<file path="config.mk">
export PLATFORM = sky130hd
export DESIGN_NAME = rom_read_arbiter_flat
export DESIGN_NICKNAME = d
export VERILOG_FILES = /design/src/rtl/rom_read_arbiter_if.sv /design/src/rtl/rom_read_arbiter.sv /design/src/flat_wrapper.sv
export SDC_FILE = /design/constraint.sdc
export NUM_CORES = 1
export LEC_CHECK = 0
export CAP_MARGIN = 20
export CORE_AREA = 4 4 82 84
export DETAILED_ROUTE_END_ITERATION = 16
export DIE_AREA = 0 0 86 88
export HOLD_SLACK_MARGIN = 0.02
export PLACE_DENSITY = 0.84
export SYNTH_ARGS = -nofsm -noshare
export SYNTH_HDL_FRONTEND = slang
export SYNTH_SLANG_ARGS = --single-unit
</file>
<file path="constraint.sdc">
create_clock -name clk -period 1.5 [get_ports clk]
set_input_delay 0.15 -clock clk [delete_from_list [all_inputs] [get_ports clk]]
set_output_delay 0.15 -clock clk [all_outputs]
set_load 0.02 [all_outputs]
</file>
<file path="src/rtl/rom_read_arbiter_if.sv">
// Requester-side bus of the fixed-memory ROM read arbiter: two read ports sharing one data return.
interface rom_read_arbiter_if;
  logic        req_a;
  logic [16:0] addr_a;
  logic        ack_a;
  logic        req_b;
  logic [16:0] addr_b;
  logic        ack_b;
  logic [15:0] rd_data;
  logic        grant_b;
  logic        busy;

  modport master (
    output req_a, addr_a, req_b, addr_b,
    input  ack_a, ack_b, rd_data, grant_b, busy
  );

  modport slave (
    input  req_a, addr_a, req_b, addr_b,
    output ack_a, ack_b, rd_data, grant_b, busy
  );
endinterface

</file>
<file path="src/rtl/rom_read_arbiter.sv">
// Sequences read cycles into the asynchronous 128Kx16 fixed-memory ROM and shares it between
// the AGC core fetch (port A, priority) and the monitor/debug reader (port B).
module rom_read_arbiter #(
  parameter int ACCESS_CYCLES  = 5,
  parameter int RECOVER_CYCLES = 1,
  parameter int MAX_SKIP       = 3
) (
  input  logic                 clk,
  input  logic                 rst,
  rom_read_arbiter_if.slave    bus,
  output logic                 rom_ce_,
  output logic                 rom_oe_,
  output logic                 rom_we_,
  output logic [16:0]          rom_a,
  input  logic [15:0]          rom_dq
);

  typedef enum logic [2:0] {
    IDLE    = 3'd0,
    SETUP   = 3'd1,
    ACCESS  = 3'd2,
    DONE    = 3'd3,
    RECOVER = 3'd4
  } state_t;

  localparam int CNT_MAX = (ACCESS_CYCLES > RECOVER_CYCLES) ? ACCESS_CYCLES : RECOVER_CYCLES;
  localparam int CW      = $clog2(CNT_MAX + 32'sd1);
  localparam int SW      = $clog2(MAX_SKIP + 32'sd2);
  localparam logic [CW-1:0] ACC_LAST   = CW'(ACCESS_CYCLES - 32'sd1);
  localparam logic [CW-1:0] REC_LAST   = CW'((RECOVER_CYCLES > 32'sd0) ? RECOVER_CYCLES - 32'sd1 : 32'sd0);
  localparam logic [SW-1:0] SKIP_LIMIT = SW'(MAX_SKIP);
  localparam logic          SKIP_EN    = (MAX_SKIP != 32'sd0);

  state_t          state_r, state_s;
  logic [CW-1:0]   cnt_r, cnt_s;
  logic [SW-1:0]   skip_r, skip_s;
  logic            b_wins_s;
  logic [16:0]     addr_s;
  logic            grant_s;
  logic [15:0]     data_s;
  logic            ce_s, oe_s, ack_a_s, ack_b_s, busy_s;

  // The ROM is read-only from this side; the write strobe is a constant, so it cannot glitch.
  assign rom_we_ = 1'b1;

  // Next-state, arbitration and next-output decode; outputs are derived from the next state so
  // every strobe leaves a single flop.
  always_comb begin
    state_s  = state_r;
    cnt_s    = cnt_r;
    skip_s   = skip_r;
    addr_s   = rom_a;
    grant_s  = bus.grant_b;
    data_s   = bus.rd_data;
    b_wins_s = bus.req_b && (!bus.req_a || (SKIP_EN && (skip_r == SKIP_LIMIT)));
    case (state_r)
      IDLE: begin
        if (bus.req_a || bus.req_b) begin
          state_s = SETUP;
          if (b_wins_s) begin
            grant_s = 1'b1;
            addr_s  = bus.addr_b;
            skip_s  = '0;
          end else begin
            grant_s = 1'b0;
            addr_s  = bus.addr_a;
            // Saturate so strict-priority mode never wraps the counter.
            if (!bus.req_b) begin
              skip_s = '0;
            end else if (skip_r == SKIP_LIMIT) begin
              skip_s = skip_r;
            end else begin
              skip_s = skip_r + SW'(1);
            end
          end
        end else begin
          skip_s = '0;
        end
      end
      SETUP: begin
        state_s = ACCESS;
        cnt_s   = '0;
      end
      ACCESS: begin
        if (cnt_r == ACC_LAST) begin
          state_s = DONE;
          data_s  = rom_dq;
        end else begin
          cnt_s = cnt_r + CW'(1);
        end
      end
      DONE: begin
        if (RECOVER_CYCLES == 32'sd0) begin
          state_s = IDLE;
        end else begin
          state_s = RECOVER;
          cnt_s   = '0;
        end
      end
      RECOVER: begin
        if (cnt_r == REC_LAST) begin
          state_s = IDLE;
        end else begin
          cnt_s = cnt_r + CW'(1);
        end
      end
      default: begin
        state_s = IDLE;
      end
    endcase
    ce_s    = !((state_s == SETUP) || (state_s == ACCESS));
    oe_s    = (state_s != ACCESS);
    ack_a_s = (state_s == DONE) && !grant_s;
    ack_b_s = (state_s == DONE) && grant_s;
    busy_s  = (state_s != IDLE);
  end

  // FSM state, phase counter and port-B starvation counter.
  always_ff @(posedge clk or posedge rst) begin
    if (rst) begin
      state_r <= IDLE;
      cnt_r   <= '0;
      skip_r  <= '0;
    end else begin
      state_r <= state_s;
      cnt_r   <= cnt_s;
      skip_r  <= skip_s;
    end
  end

  // Registered ROM strobes, address and requester-side outputs.
  always_ff @(posedge clk or posedge rst) begin
    if (rst) begin
      rom_ce_     <= 1'b1;
      rom_oe_     <= 1'b1;
      rom_a       <= 17'h0_0000;
      bus.rd_data <= 16'h0000;
      bus.ack_a   <= 1'b0;
      bus.ack_b   <= 1'b0;
      bus.grant_b <= 1'b0;
      bus.busy    <= 1'b0;
    end else begin
      rom_ce_     <= ce_s;
      rom_oe_     <= oe_s;
      rom_a       <= addr_s;
      bus.rd_data <= data_s;
      bus.ack_a   <= ack_a_s;
      bus.ack_b   <= ack_b_s;
      bus.grant_b <= grant_s;
      bus.busy    <= busy_s;
    end
  end

endmodule
</file>
<file path="src/flat_wrapper.sv">
// flat-port wrapper written by rule: the top's interface ports become plain ports
module rom_read_arbiter_flat 
#(
  parameter int ACCESS_CYCLES  = 5,
  parameter int RECOVER_CYCLES = 1,
  parameter int MAX_SKIP       = 3
)
  (clk, rst, rom_ce_, rom_oe_, rom_we_, rom_a, rom_dq, bus_req_a, bus_addr_a, bus_req_b, bus_addr_b, bus_ack_a, bus_ack_b, bus_rd_data, bus_grant_b, bus_busy);
  rom_read_arbiter_if bus_i ();
  input  logic clk;
  input  logic rst;
  output logic rom_ce_;
  output logic rom_oe_;
  output logic rom_we_;
  output logic [16:0] rom_a;
  input  logic [15:0] rom_dq;
  input wire logic [$bits(bus_i.req_a)-1:0] bus_req_a;
  input wire logic [$bits(bus_i.addr_a)-1:0] bus_addr_a;
  input wire logic [$bits(bus_i.req_b)-1:0] bus_req_b;
  input wire logic [$bits(bus_i.addr_b)-1:0] bus_addr_b;
  output wire logic [$bits(bus_i.ack_a)-1:0] bus_ack_a;
  output wire logic [$bits(bus_i.ack_b)-1:0] bus_ack_b;
  output wire logic [$bits(bus_i.rd_data)-1:0] bus_rd_data;
  output wire logic [$bits(bus_i.grant_b)-1:0] bus_grant_b;
  output wire logic [$bits(bus_i.busy)-1:0] bus_busy;
  assign bus_i.req_a = bus_req_a;
  assign bus_i.addr_a = bus_addr_a;
  assign bus_i.req_b = bus_req_b;
  assign bus_i.addr_b = bus_addr_b;
  assign bus_ack_a = bus_i.ack_a;
  assign bus_ack_b = bus_i.ack_b;
  assign bus_rd_data = bus_i.rd_data;
  assign bus_grant_b = bus_i.grant_b;
  assign bus_busy = bus_i.busy;
  rom_read_arbiter #(.ACCESS_CYCLES(ACCESS_CYCLES), .RECOVER_CYCLES(RECOVER_CYCLES), .MAX_SKIP(MAX_SKIP)) u_core (.clk(clk), .rst(rst), .bus(bus_i), .rom_ce_(rom_ce_), .rom_oe_(rom_oe_), .rom_we_(rom_we_), .rom_a(rom_a), .rom_dq(rom_dq));
endmodule
</file>
# == After elaboration in Yosys (flattened, before gate mapping) ==
# Cells that the tools add are included.
# word_totals
wordCells,59
register_bits,48
output_inout_bits,40
input_bits,54
# classes
n_eq_ne,13
muxes,15
reduce_logical,18
add_sub_neg,2
# ops
cell,count
2-to-1 mux 3 bit,9
2-to-1 mux 17 bit,1
"== test 3 x 2 -> 1 bit, second input constant",5
one-hot mux 3 bit (5 select lines),1
one-hot mux 3 bit (3 select lines),1
"adder 3 x 1 -> 3 bit, second input constant",2
"== test 3 x 1 -> 1 bit, second input constant",2
"== test 3 bit, second input constant",2
zero test 3 bit,2
AND reduction 2 bit,3
nonzero test 3 bit,2
"!= test 2 bit, second input constant",2
"!= test 4 x 3 -> 1 bit, second input constant",1
logical AND 1 bit,3
zero test 1 bit,3
logical OR 1 bit,3
2-to-1 mux 1 bit,3
"!= test 3 x 2 -> 1 bit, second input constant",1
AND reduction 3 bit,1
OR reduction 2 bit,1

# == Logic depth before layout (Yosys ltp) ==
# logic_depth
depth_word,8
mapped_depth,7
depth_no_buf,6

# == Least setup slack after synthesis ==
# Ideal clock, no wire load.
# synth_path
path_type,flip-flop to flip-flop
startpoint,register u_core.skip_r[0]
endpoint,register u_core.rom_a[1]
period_less_slack_ns,1.566
stages_incl_launch_ff,8
n_path_buf,2
setup_ns,0.133
arrival_ns,1.433
t_required_ns,1.367
slack_ns,-0.066
path_cell_list,dfrtp_1 -> ha_1 -> ha_1 -> o21ai_1 -> buf_4 -> buf_8 -> mux2i_1 -> o21ai_0
# synth_between
elab_chain_len,4
# synth_lines
element,line_no,source
from (decl),rom_read_arbiter.sv:36,"logic [SW-1:0] skip_r, skip_s;"
from (signal assigned),rom_read_arbiter.sv:127,skip_r <= skip_s;
== test 3 x 2 -> 1 bit,rom_read_arbiter.sv:55,b_wins_s = bus.req_b && (!bus.req_a || (SKIP_EN && (skip_r == SKIP_LIMIT)));
logical OR 1 bit,rom_read_arbiter.sv:55,
logical AND 1 bit,rom_read_arbiter.sv:55,
2-to-1 mux 17 bit,rom_read_arbiter.sv:60,if (b_wins_s) begin
to (signal assigned),rom_read_arbiter.sv:145,rom_a <= addr_s;
to (decl),rom_read_arbiter.sv:14,"output logic [16:0] rom_a,"
# No other way between the ends.
# A chain may end at the register's enable or synchronous reset.

# == Worst setup path in the final report ==
# layout_path
startpoint,register u_core.skip_r[1]
endpoint,register u_core.rom_a[4]
# Same word-level chain as after synthesis.

==> summary.md <==
| Metric | Value |
|---|---|
| Htree depth | `2` |
| Most frequent cell after synthesis | `dfrtp_1` |
| First-pass GRT wire length | `8.44 mm` |
| Nets | `341` |
| TritonCTS Buffers | `5` |
| Multiplexer share of the synthesized area | `19.2%` |
| Tmin final | `1500 ps` |
| Worst-case clock buffer depth | `2` |
| Fin crit share | `100%` |
| Leak Pwr | `1.65 nW` |
| Placer congestion estimate | `0.786` |
| PnR worst setup slack | `-2.58 ps` |
| I/O Buffers | `92` |
| Non-Filler Instances | `359` |
| FF/Latch Area | `1210 sq um` |
| Critical-path maximum fanout | `10` |
| Post-synth ARST share | `100%` |
| Fill cells | `483` |
| Synth Area in Compound Gates | `8.85%` |
| Combinational share of power | `51.7%` |
| Vias in the first global route | `1,891` |
| Crit end category | `register` |
| Syn_area_per_cell | `12.4 sq um` |
| Routed Antenna Nets | `0` |
| Adder-cell share of the synthesized area | `2.23%` |
| Max-Cap Viols | `0` |
| Clock sink total | `48` |
| Sequential power share | `32.6%` |
| Clock power share | `15.7%` |
| All-Layer GR Usage | `14.1%` |
| CP max stage delay | `390 ps` |
| Pwr dens | `2030 nW/um^2` |
| Row cnt | `28` |
| Clock transition at path regs | `90 ps` |
| ANT cells | `0` |
| Data arrival, critical path | `1690 ps` |
| Psw | `2.58 mW` |
| Worst setup SP type | `register` |
| Peak VDD IR | `1.13 mV` |
| Area of the multi-input gates | `951 sq um` |
| Unrepaired setup endpoints after global routing | `yes` |
| Critical setup path kind | `register to register` |
| Post-synth EDFFs | `0` |
| Simple-gate share of the synthesized area | `9.47%` |
| WP data required | `1690 ps` |
| Post-route DRC | `0` |
| Crit-path cells | `ha_2 -> ha_4 -> o21ai_4 -> buf_8 -> mux2i_1 -> o21ai_1` |
| Internal power | `4.53 mW` |
| Area growth syn-to-layout | `56.2%` |
| CTS tree | `yes` |
| Gr ovfl total | `0` |
| Setup-failing EPs final | `2` |
| Yosys top cell area share | `51.2%` |
| CTS Root Cell | `clkbuf_8` |
| Initial drt markers | `50` |
| Pin count of the biggest net entering global routing | `21` |
| Avg WL per Cell | `14.5 um` |
| Mapped Cells | `181` |
| Count of cell types in the netlist | `39` |
| Post-Synth XOR/XNOR Area | `0.390%` |
| Main combinational cell family by area after synthesis | `multiplexers` |
| HP Class | `input pin to asynchronous set/reset pin` |
| Hold Fails Final Rpt | `0` |
| Share of layout cells above drive strength 1 | `20.4%` |
| Top post-synthesis cells by count | `46 x dfrtp_1, 26 x nand2_1, 19 x o21ai_0, 18 x mux2i_1, 16 x mux2_4` |
| Placed cell count | `350` |
| Post-DP HPWL | `4.00 mm` |
| Sw frac | `36.3%` |
| Fin Setup TNS | `-2.87 ps` |
| Leading post-synthesis cells by cell area | `dfrtp_1 51%, mux2_4 11%, mux2i_1 8.0%` |
| Pre-antenna DRT Iters | `4` |
| Main flop type after synthesis | `dfrtp_1` |
| Via/cell ratio | `4.74` |
| Fmax | `666 MHz` |
| Synth warnings | `0` |
| Design Area, Final | `3510 sq um` |
| Synth Cell Area | `2250 sq um` |
| Die Height | `88 um` |
| FF-to-FF setup slack | `-3 ps` |
| Routed WL | `5.20 mm` |
| Seq cells post-synth | `48` |
| Clock Latency Late Sink | `300 ps` |
| Post-synthesis sequential area ratio | `53.6%` |
| Starting density of the core | `38.0%` |
| Skew final | `5.53 ps` |
| Yosys top cell by area | `dfrtp_1` |
| Syn Nets | `239` |
| Status | `finished, violations left` |
| DP Area | `3310 sq um` |
| Hold buffers post-CTS | `0` |
| Die ar. | `7570 sq um` |
| Area of the core | `5920 sq um` |
| Final Hold Slack | `111 ps` |
| # IOs | `94` |
| Setup WS pre-CTS | `-52.3 ps` |
| Slew Limit Fails | `0` |
| Initial antenna violation count | `0` |
| Via Count | `1,701` |
| DIE WIDTH | `86 um` |
| Slowest cell on crit path | `dfrtp_1` |
| Failing checks | `negative setup slack` |
## final timing paths
check	end	cells past startpoint	startpoint
setup / recovery	u_core.rom_a[4]$_DFFE_PP0P_	6	u_core.skip_r[1]$_DFFE_PP0P_
hold / removal	u_core.bus.rd_data[12]$_DFFE_PP0P_	2	rst
setup reg to reg	u_core.rom_a[4]$_DFFE_PP0P_	6	u_core.skip_r[1]$_DFFE_PP0P_
hold reg to reg	u_core.rom_a[5]$_DFFE_PP0P_	2	u_core.rom_a[5]$_DFFE_PP0P_
max in group asynchronous	u_core.rom_oe_$_DFF_PP1_	3	rst
min in group clk	u_core.bus.rd_data[7]$_DFFE_PP0P_	2	rom_dq[7]
## area by class of cell
type,count,share of cell area [%]
Tap cell,75,2.67
Clock buffer,5,1.96
Inverter,8,0.856
Timing Repair Buffer,107,31.1
Multi-Input combinational cell,113,27.1
Clock inverter,3,1.96
Sequential cell,48,34.4
## power groups by stage
stage / logic, mW / clock network, mW / registers (mW)
after floorplan: 1.57 / 0 / 2.86
after global placement: 3.54 / 0 / 2.31
after detailed placement: 3.63 / 0 / 2.34
after CTS: 3.66 / 1.14 / 2.33
after global routing: 3.99 / 1.22 / 2.42
final: 3.68 / 1.11 / 2.32
## registers in the layout, indices dropped and copies added, names as in the netlist
signal,flops
u_core.bus.ack_b,1
u_core.bus.rd_data,16
u_core.rom_a,17
u_core.skip_r,3
u_core.rom_oe_,1
u_core.bus.ack_a,1
u_core.cnt_r,3
u_core.bus.grant_b,1
u_core.state_r,3
u_core.rom_ce_,1
u_core.bus.busy,1
## cells by family (layout without fill, tap and decap cells)
group | after synthesis | after routing
AO/OA/AOI/OAI | 31 | 31
AND/OR/NAND/NOR | 41 | 41
multiplexers | 35 | 35
flip-flops | 48 | 48
buffers and inverters | 20 | 123
other | 1 | 1
adder cells (fa/ha/maj) | 4 | 4
XOR/XNOR | 1 | 1
## placed cells by master (no fill, tap or decap), drive strengths merged, types with 3 or more instances in the layout
master	instances
clkdlybuf4s50	87
dfrtp	46
nand2	26
o21ai	22
mux2i	18
mux2	17
buf	15
inv	9
clkbuf	5
nor2	4
ha	4
dlymetal6s2s	3
## critical path: cells and delay by family, from the launching register on
kind                       cells  cell delay, ps
muxes                          1             200
AOI/OAI and AO/OA              2             240
buffers and inverters          1             180
DFF                            1             390
adders and majority gates      2             370
## layer usage
metal	routed length, um	track usage [%]
met5	0	0
met4	104	4.60
met3	454	5.36
met2	2530	24.2
met1	2110	16.3
## timing repair
| item | CTS | global route |
|---|---|---|
| pin swaps | 1 | 1 |
| setup endpoints to repair | 30 | 39 |
| buffers inserted | 0 | 1 |
| resized for setup | 6 | 12 |
## per-stage QoR
| step | utilization (%) | total power, mW |
|---|---|---|
| floorplan | - | 4.43 |
| global placement | 55.8 | 5.85 |
| detailed placement | 55.8 | 5.97 |
| CTS | 58.4 | 7.13 |
| global route | 59.3 | 7.63 |
| finish | 59.3 | 7.11 |
No activity file was read; power rests on OpenSTA's default activity.
